**src/rtl/serial_cmp_ctrl.sv**
```systemverilog
// Bit-serial magnitude comparator sequencer: walks a 1-bit compare slice from MSB to LSB
// over two latched operands and reports a one-hot lt/eq/gt result with a done pulse.
module serial_cmp_ctrl #(
    parameter int WIDTH      = 8,
    parameter bit EARLY_EXIT = 1'b1
) (
    input  logic                       clk,
    input  logic                       rst_n,
    input  logic                       start,
    input  logic [WIDTH-1:0]           a,
    input  logic [WIDTH-1:0]           b,
    output logic                       busy,
    output logic                       done,
    output logic                       lt,
    output logic                       eq,
    output logic                       gt,
    output logic [$clog2(WIDTH+1)-1:0] bits
);
    localparam int CW = $clog2(WIDTH+1);

    typedef enum logic [1:0] {
        S_IDLE = 2'd0,
        S_RUN  = 2'd1,
        S_DONE = 2'd2
    } state_t;

    // Shared compare slice, packed as {lt, eq, gt}
    function automatic logic [2:0] slice_cmp(input logic a_bit, input logic b_bit);
        slice_cmp = {~a_bit & b_bit, (a_bit & b_bit) | (~a_bit & ~b_bit), a_bit & ~b_bit};
    endfunction

    state_t           r_state;
    state_t           w_next;
    logic [WIDTH-1:0] r_a;
    logic [WIDTH-1:0] r_b;
    logic [CW-1:0]    r_cnt;
    logic             r_sticky;
    logic             r_rec_lt;
    logic             r_rec_gt;
    logic             r_busy;
    logic             r_done;
    logic             r_lt;
    logic             r_eq;
    logic             r_gt;
    logic [CW-1:0]    r_bits;

    logic [2:0]       w_slice;
    logic             w_diff;
    logic             w_accept;
    logic             w_exit;
    logic             w_res_lt;
    logic             w_res_gt;

    assign w_slice  = slice_cmp(r_a[WIDTH-1], r_b[WIDTH-1]);
    assign w_diff   = ~w_slice[1];
    assign w_accept = start & (r_state != S_RUN);

    // The first differing bit wins; later differences never override it
    assign w_res_lt = r_sticky ? r_rec_lt : w_slice[2];
    assign w_res_gt = r_sticky ? r_rec_gt : w_slice[0];

    // Next-state decode and exit detection
    always_comb begin
        w_next = r_state;
        w_exit = 1'b0;
        case (r_state)
            S_IDLE: begin
                if (start) begin
                    w_next = S_RUN;
                end else begin
                    w_next = S_IDLE;
                end
            end
            S_RUN: begin
                if ((EARLY_EXIT && w_diff) || (r_cnt == CW'(WIDTH-1))) begin
                    w_next = S_DONE;
                    w_exit = 1'b1;
                end else begin
                    w_next = S_RUN;
                end
            end
            S_DONE: begin
                if (start) begin
                    w_next = S_RUN;
                end else begin
                    w_next = S_IDLE;
                end
            end
            default: begin
                w_next = S_IDLE;
            end
        endcase
    end

    // State register and registered status flags
    always_ff @(posedge clk or negedge rst_n) begin
        if (!rst_n) begin
            r_state <= S_IDLE;
            r_busy  <= 1'b0;
            r_done  <= 1'b0;
        end else begin
            r_state <= w_next;
            r_busy  <= (w_next == S_RUN);
            r_done  <= (w_next == S_DONE);
        end
    end

    // Operand shifting, position counter and sticky first-difference capture
    always_ff @(posedge clk or negedge rst_n) begin
        if (!rst_n) begin
            r_a      <= {WIDTH{1'b0}};
            r_b      <= {WIDTH{1'b0}};
            r_cnt    <= {CW{1'b0}};
            r_sticky <= 1'b0;
            r_rec_lt <= 1'b0;
            r_rec_gt <= 1'b0;
        end else if (w_accept) begin
            r_a      <= a;
            r_b      <= b;
            r_cnt    <= {CW{1'b0}};
            r_sticky <= 1'b0;
            r_rec_lt <= 1'b0;
            r_rec_gt <= 1'b0;
        end else if (r_state == S_RUN) begin
            r_a   <= {r_a[WIDTH-2:0], 1'b0};
            r_b   <= {r_b[WIDTH-2:0], 1'b0};
            r_cnt <= r_cnt + CW'(1);
            if (!r_sticky && w_diff) begin
                r_sticky <= 1'b1;
                r_rec_lt <= w_slice[2];
                r_rec_gt <= w_slice[0];
            end
        end
    end

    // Result registers change only on the edge that enters DONE
    always_ff @(posedge clk or negedge rst_n) begin
        if (!rst_n) begin
            r_lt   <= 1'b0;
            r_eq   <= 1'b0;
            r_gt   <= 1'b0;
            r_bits <= {CW{1'b0}};
        end else if (w_exit) begin
            r_lt   <= w_res_lt;
            r_eq   <= ~(w_res_lt | w_res_gt);
            r_gt   <= w_res_gt;
            r_bits <= r_cnt + CW'(1);
        end
    end

    assign busy = r_busy;
    assign done = r_done;
    assign lt   = r_lt;
    assign eq   = r_eq;
    assign gt   = r_gt;
    assign bits = r_bits;
endmodule
```
**config.mk**
```make
export PLATFORM = sky130hd
export DESIGN_NAME = serial_cmp_ctrl
export DESIGN_NICKNAME = d
export VERILOG_FILES = /design/src/rtl/serial_cmp_ctrl.sv
export SDC_FILE = /design/constraint.sdc
export NUM_CORES = 1
export LEC_CHECK = 0
export CORE_MARGIN = 3
export CORE_UTILIZATION = 30
export DETAILED_ROUTE_END_ITERATION = 12
export RECOVER_POWER = 25
export SETUP_SLACK_MARGIN = 0.4
export SLEW_MARGIN = 20
export SYNTH_ARGS = -nofsm -noshare
export SYNTH_HDL_FRONTEND = slang
export SYNTH_SLANG_ARGS = --single-unit
```
**constraint.sdc**
```tcl
create_clock -name clk -period 1.6 [get_ports clk]
set_input_delay 0.24 -clock clk [delete_from_list [all_inputs] [get_ports clk]]
set_output_delay 0.24 -clock clk [all_outputs]
set_load 0.01 [all_outputs]
```
### Word-level counts from Yosys, hierarchy flattened

Index checks and enable logic that the tools add are counted.

| cells by class | value |
|---|---|
| $add $sub $neg | 1 |
| eq/ne operators | 6 |
| muxes and demuxes | 22 |
| bitwise logic cells | 11 |
| reduce and logical (&&, ||, !) cells | 8 |

Operators with widths:

| kind | number |
|---|---|
| $mux 8 | 4 |
| $mux 1 | 14 |
| $mux 4 | 2 |
| $and 1x1->1 | 5 |
| $add 4x1->4 const B | 1 |
| $eq 2x1->1 const B | 2 |
| $eq 2x2->1 const B | 2 |
| $eq 4x3->1 const B | 1 |
| $not 1->1 | 4 |
| $pmux 2 s2 | 1 |
| $reduce_bool 2->1 | 2 |
| $logic_not 2->1 | 1 |
| $mux 2 | 1 |
| $ne 2x1->1 const B | 1 |
| $or 1x1->1 | 2 |
| $reduce_and 2->1 | 1 |
| $reduce_or 2->1 | 1 |
| $logic_and 1x1->1 | 1 |
| $logic_not 1->1 | 1 |
| $logic_or 1x1->1 | 1 |

| word-level totals | value |
|---|---|
| bits in registers | 34 |
| input port bits | 19 |
| output and inout bits | 9 |
| word-level logic and storage cells | 61 |

### Depth between registers and ports, before layout

| logic depth | value |
|---|---|
| word-level depth | 8 |
| mapped depth | 6 |
| depth with buffers taken out | 5 |

### Least setup slack after synthesis

Ideal clock, no wire load.

| timing path | value |
|---|---|
| path type | reg-to-reg |
| from | register r_cnt[0] |
| to | register r_bits[1], in the netlist bits[1] |
| setup time | 0.125 ns |
| arrival time | 1.343 ns |
| required time | 1.475 ns |
| slack | 0.132 ns |
| stages on the path, launching flop included | 5 |
| path buffers | 0 |
| path through | dfrtp_1 ha_1 nand3b_4 a21oi_4 mux2_2 |

| on the way | value |
|---|---|
| longest elaborated chain between the ends | 4 |

Ends and longest elaborated chain:

| item | line | source |
|---|---|---|
| start, declared | 36 | `logic [CW-1:0] r_cnt;` |
| start signal, assigned | 113 | `r_cnt <= {CW{1'b0}};` |
| start signal, assigned | 120 | `r_cnt <= {CW{1'b0}};` |
| start signal, assigned | 127 | `r_cnt <= r_cnt + CW'(1);` |
| $eq 4x3->1 | 75 | `if ((EARLY_EXIT && w_diff) \|\| (r_cnt == CW'(WIDTH-1))) begin` |
| $logic_or 1x1->1 | 75 |  |
| $mux 1 | 75 |  |
| $mux 1 | 66 | `case (r_state)` |
| end signal, assigned | 142 | `r_bits <= {CW{1'b0}};` |
| end signal, assigned | 147 | `r_bits <= r_cnt + CW'(1);` |
| end, declared | 45 | `logic [CW-1:0] r_bits;` |

Parallel ways exist; a longest one is shown, timed or not.
A chain may end at the register's enable or synchronous reset.

### Worst setup path in the final report

| timing path | value |
|---|---|
| from | register r_cnt[1] |
| to | register r_eq, in the netlist eq |

| on the way | value |
|---|---|
| longest elaborated chain between the ends | 4 |

Ends and longest elaborated chain:

| item | line | source |
|---|---|---|
| $eq 4x3->1 | 75 |  |
| $logic_or 1x1->1 | 75 |  |
| $mux 1 | 75 |  |
| $mux 1 | 66 |  |
| end signal, assigned | 145 | `r_eq <= ~(w_res_lt \| w_res_gt);` |
| end, declared | 43 | `logic r_eq;` |

No other way between the ends.

==> results.py <==
metrics = {
    "synthesis": {
        "synth_most_common_cell": "sky130_fd_sc_hd__dfrtp_1",
        "synth_commonest_cells": "sky130_fd_sc_hd__dfrtp_1 (34), sky130_fd_sc_hd__mux2i_1 (21), sky130_fd_sc_hd__o21ai_0 (20)",
        "ys.warnings.count": 0,
        "post_synth_inst_count": 136,
        "synth-seq-cells": 34,
        "post_synth_num_cell_types": 25,
        "syn-num-nets": 158,
        "avg_cell_area_syn_um2": 11.5,
        "synth_enable_flop_cells": 0,
        "post_synth_main_area_contributors": "sky130_fd_sc_hd__dfrtp_1 (54%), sky130_fd_sc_hd__mux2i_1 (13%), sky130_fd_sc_hd__o21ai_0 (6.4%), sky130_fd_sc_hd__mux2_2 (5.7%), sky130_fd_sc_hd__nand2_1 (4.1%)",
        "synth-async-reset-ratio_pct": 100,
        "ys_seq_area_share_pct": 54.2,
        "syn-cell-area_mm2": 0.00157,
        "synth_largest_type_area_fraction_pct": 54.2,
        "postSynth.topFlopCell": "sky130_fd_sc_hd__dfrtp_1",
        "synthDominantAreaCellType": "sky130_fd_sc_hd__dfrtp_1",
    },
    "timing": {
        "grt_setup_unrepaired": "yes",
        "totalNegativeSetupSlack_ns": 0,
        "finClkSkew_ns": 0.00481,
        "tightestPinTransition_ns": 0.852,
        "finalCriticalPeriod_ns": 1.45,
        "maxSlewHeadroom_pct": 43.2,
        "final_setup_violation_count": 0,
        "finalHoldViolCount": 0,
        "final-max-slew-violation-count": 0,
        "period_share_pct": 90.6,
        "max_freq_mhz": 690,
    },
    "cts": {
        "cts_root_buf": "sky130_fd_sc_hd__clkbuf_8",
        "cts_hold_buffers": 0,
        "cts_buffer_depth": 2,
        "cts_buffers": 5,
        "h-tree-depth": 2,
        "cts_tree": "built",
        "numClockSinks": 34,
        "path_clk_slew_ns": 0.07,
        "worstSkewPairLatency_ns": 0.29,
    },
    "critical_path": {
        "worstSetupStartpointType": "flop",
        "critical-path-top-delay-family": "flip-flops",
        "timing.critical_path.cells": "ha_4 -> nand3b_4 -> a21oi_4 -> buf_12 -> mux2_2",
        "max_stage_delay_ns": 0.41,
        "path_class": "flop to flop",
        "worstPathBufferInverterCount": 1,
        "data_required_time_at_the_worst_endpoint_ns": 1.77,
        "worst_ep_arrival_time_ns": 1.62,
        "end_kind": "flop",
        "crit_slowest_cell": "sky130_fd_sc_hd__dfrtp_1",
        "crit_path_max_fanout": 7,
    },
    "floorplanning": {
        "rows": 25,
        "pin_count": 28,
        "die_h_um": 78.3,
        "core_area_mm2": 0.00488,
        "die_w_um": 78.3,
        "die_area_mm2": 0.00613,
        "start_util_pct": 32.2,
    },
    "cells_and_area": {
        "flow.area_growth_from_synthesis_pct": 47.2,
        "final_layout_size_suffix_gt1_share_pct": 28.1,
        "final_cell_area_mm2": 0.00231,
        "register_area_um2": 853,
        "finish.net_count": 206,
        "diode_count": 0,
        "fill_cells": 461,
        "multi_input_area_um2": 743,
    },
    "hold_path": {
        "hold_path.class": "flop to flop",
    },
    "status": {
        "status": "finished, final reports clean",
    },
    "detailed_routing": {
        "route.layer.met1.wl_um": 1560,
        "drt-vias-per-instance": 4.68,
        "num_vias": 1180,
        "drt_pass1_iterations": 4,
        "totalWireLength_um": 3590,
        "dr.max_layer_used": "met4",
        "met3WireLength_um": 189,
        "routed_wire_length_per_instance_um": 14.2,
        "met2WireLength_um": 1760,
        "drt_first_iter_violations": 113,
        "route.detailed.drc": 0,
        "route.antenna.remaining_nets": 0,
    },
    "job": {
        "maxCapViolCount": 0,
    },
    "grt": {
        "grt_start_max_net_pins": 35,
        "grt_overflow": 0,
        "grt_pass1_wl_um": 5800,
        "initial_antenna_violation_count": 0,
        "grt.total_usage_pct": 12.3,
        "grt_pass1_vias": 1182,
    },
    "power_and_ir_drop": {
        "power.switching_mw": 1.49,
        "max-vdd-ir-drop_mv": 0.775,
        "pwr-share-comb_pct": 47.0,
        "switching_share_pct": 34.6,
        "power_report.internal_total_mw": 2.83,
        "total_power_mw": 4.32,
        "power.density_cell_area_mw_per_mm2": 1870,
        "static_leak_nw": 1.09,
        "power_frac_clock_pct": 18.0,
        "power_frac_seq_pct": 34.9,
    },
    "placement": {
        "io_buffer_count": 27,
        "finalWeightedCongestion": 0.783,
        "post_place_instance_area_mm2": 0.00195,
        "hpwlAfterDp_um": 2170,
    },
}
[power by group through the flow]
stage / clock (mW) / combinational (mW) / sequential, mW
CTS: 0.789 / 1.76 / 1.49
finish: 0.778 / 2.03 / 1.51
global route: 0.832 / 2.22 / 1.57
floorplan: 0 / 0.974 / 1.49
detailed placement: 0 / 1.46 / 1.51
global placement: 0 / 1.39 / 1.49
[flip-flops by register name, summed over array words and instances (netlist names), 2 cells and up]
name and count:
bits 4, r_cnt 4, r_state 2, r_b 8
r_a 8
[routing by layer]
layer | GRT usage [%] | vias up
met4 | 5.24 | 0
met1 | 15.4 | 576
met5 | 0 | -
met2 | 19.3 | 31
li1 | - | 565
met3 | 4.01 | 8
[timing repair]
action,CTS,global route
gates resized for setup,21,22
cloned,1,1
endpoints found under the setup margin,21,30
pin swaps,4,0
setup buffers,10,5
[worst paths after layout]
path	from	endpoint	slack [ns]	cells after the start
setup / recovery	r_cnt[1]$_DFFE_PN0P_	eq$_DFFE_PN0P_	0.15	5
hold / removal	r_b[6]$_DFFE_PN0P_	r_b[7]$_DFFE_PN0P_	0.48	2
setup reg to reg	r_cnt[1]$_DFFE_PN0P_	eq$_DFFE_PN0P_	0.15	5
hold reg to reg	r_b[6]$_DFFE_PN0P_	r_b[7]$_DFFE_PN0P_	0.48	2
max in group asynchronous	rst_n	r_cnt[0]$_DFFE_PN0P_	0.42	2
min in group asynchronous	rst_n	r_state[1]$_DFF_PN0_	0.59	2
[area by class of cell]
cell class / instances / share of cell area (%)
Sequential cell: 34 / 36.9
Multi-Input combinational cell: 90 / 32.2
Timing Repair Buffer: 48 / 21.7
Tap cell: 67 / 3.63
Clock buffer: 5 / 2.98
Clock inverter: 3 / 1.73
Inverter: 5 / 0.813
[per-stage QoR]
| stage | setup WS [ns] | util (%) | cells | hold slack, ns |
|---|---|---|---|---|
| final | 0.151 | 47.3 | 252 | 0.482 |
| after global routing | 0.126 | 47.3 | 252 | 0.513 |
| after CTS | 0.183 | 45.2 | 246 | 0.385 |
| after detailed placement | 0.0614 | 40.1 | 227 | 0.461 |
| after global placement | 0.150 | 40.1 | 227 | 0.459 |
| after floorplan | 0.218 | - | 136 | -0.0556 |
[cells in the final DEF (no fill, tap or decap), types with 3 or more instances in the layout]
master / instances
sky130_fd_sc_hd__buf_4: 14
sky130_fd_sc_hd__nor2_1: 3
sky130_fd_sc_hd__clkbuf_8: 5
sky130_fd_sc_hd__clkdlybuf4s50_1: 16
sky130_fd_sc_hd__buf_12: 3
sky130_fd_sc_hd__dfrtp_1: 32
sky130_fd_sc_hd__inv_1: 4
sky130_fd_sc_hd__mux2_4: 3
sky130_fd_sc_hd__o21ai_0: 16
sky130_fd_sc_hd__nand2_1: 17
sky130_fd_sc_hd__clkdlybuf4s15_1: 9
sky130_fd_sc_hd__mux2_2: 5
sky130_fd_sc_hd__mux2i_1: 21
[worst min-delay path: stages (launching register included)]
cell                      delay, ns
sky130_fd_sc_hd__dfrtp_1       0.34
sky130_fd_sc_hd__nand2_1       0.05
sky130_fd_sc_hd__o21ai_0       0.06
[cells by family after synthesis]
kind of cell	after synthesis	synth area share [%]
XOR/XNOR	2	1.12
adder cells (fa/ha/maj)	3	2.39
AND/OR/NAND/NOR	29	9.01
flip-flops	34	54.2
buffers and inverters	12	3.67
multiplexers	29	19.1
AO/OA/AOI/OAI	27	10.4
Power figures use the tool's default switching activity.
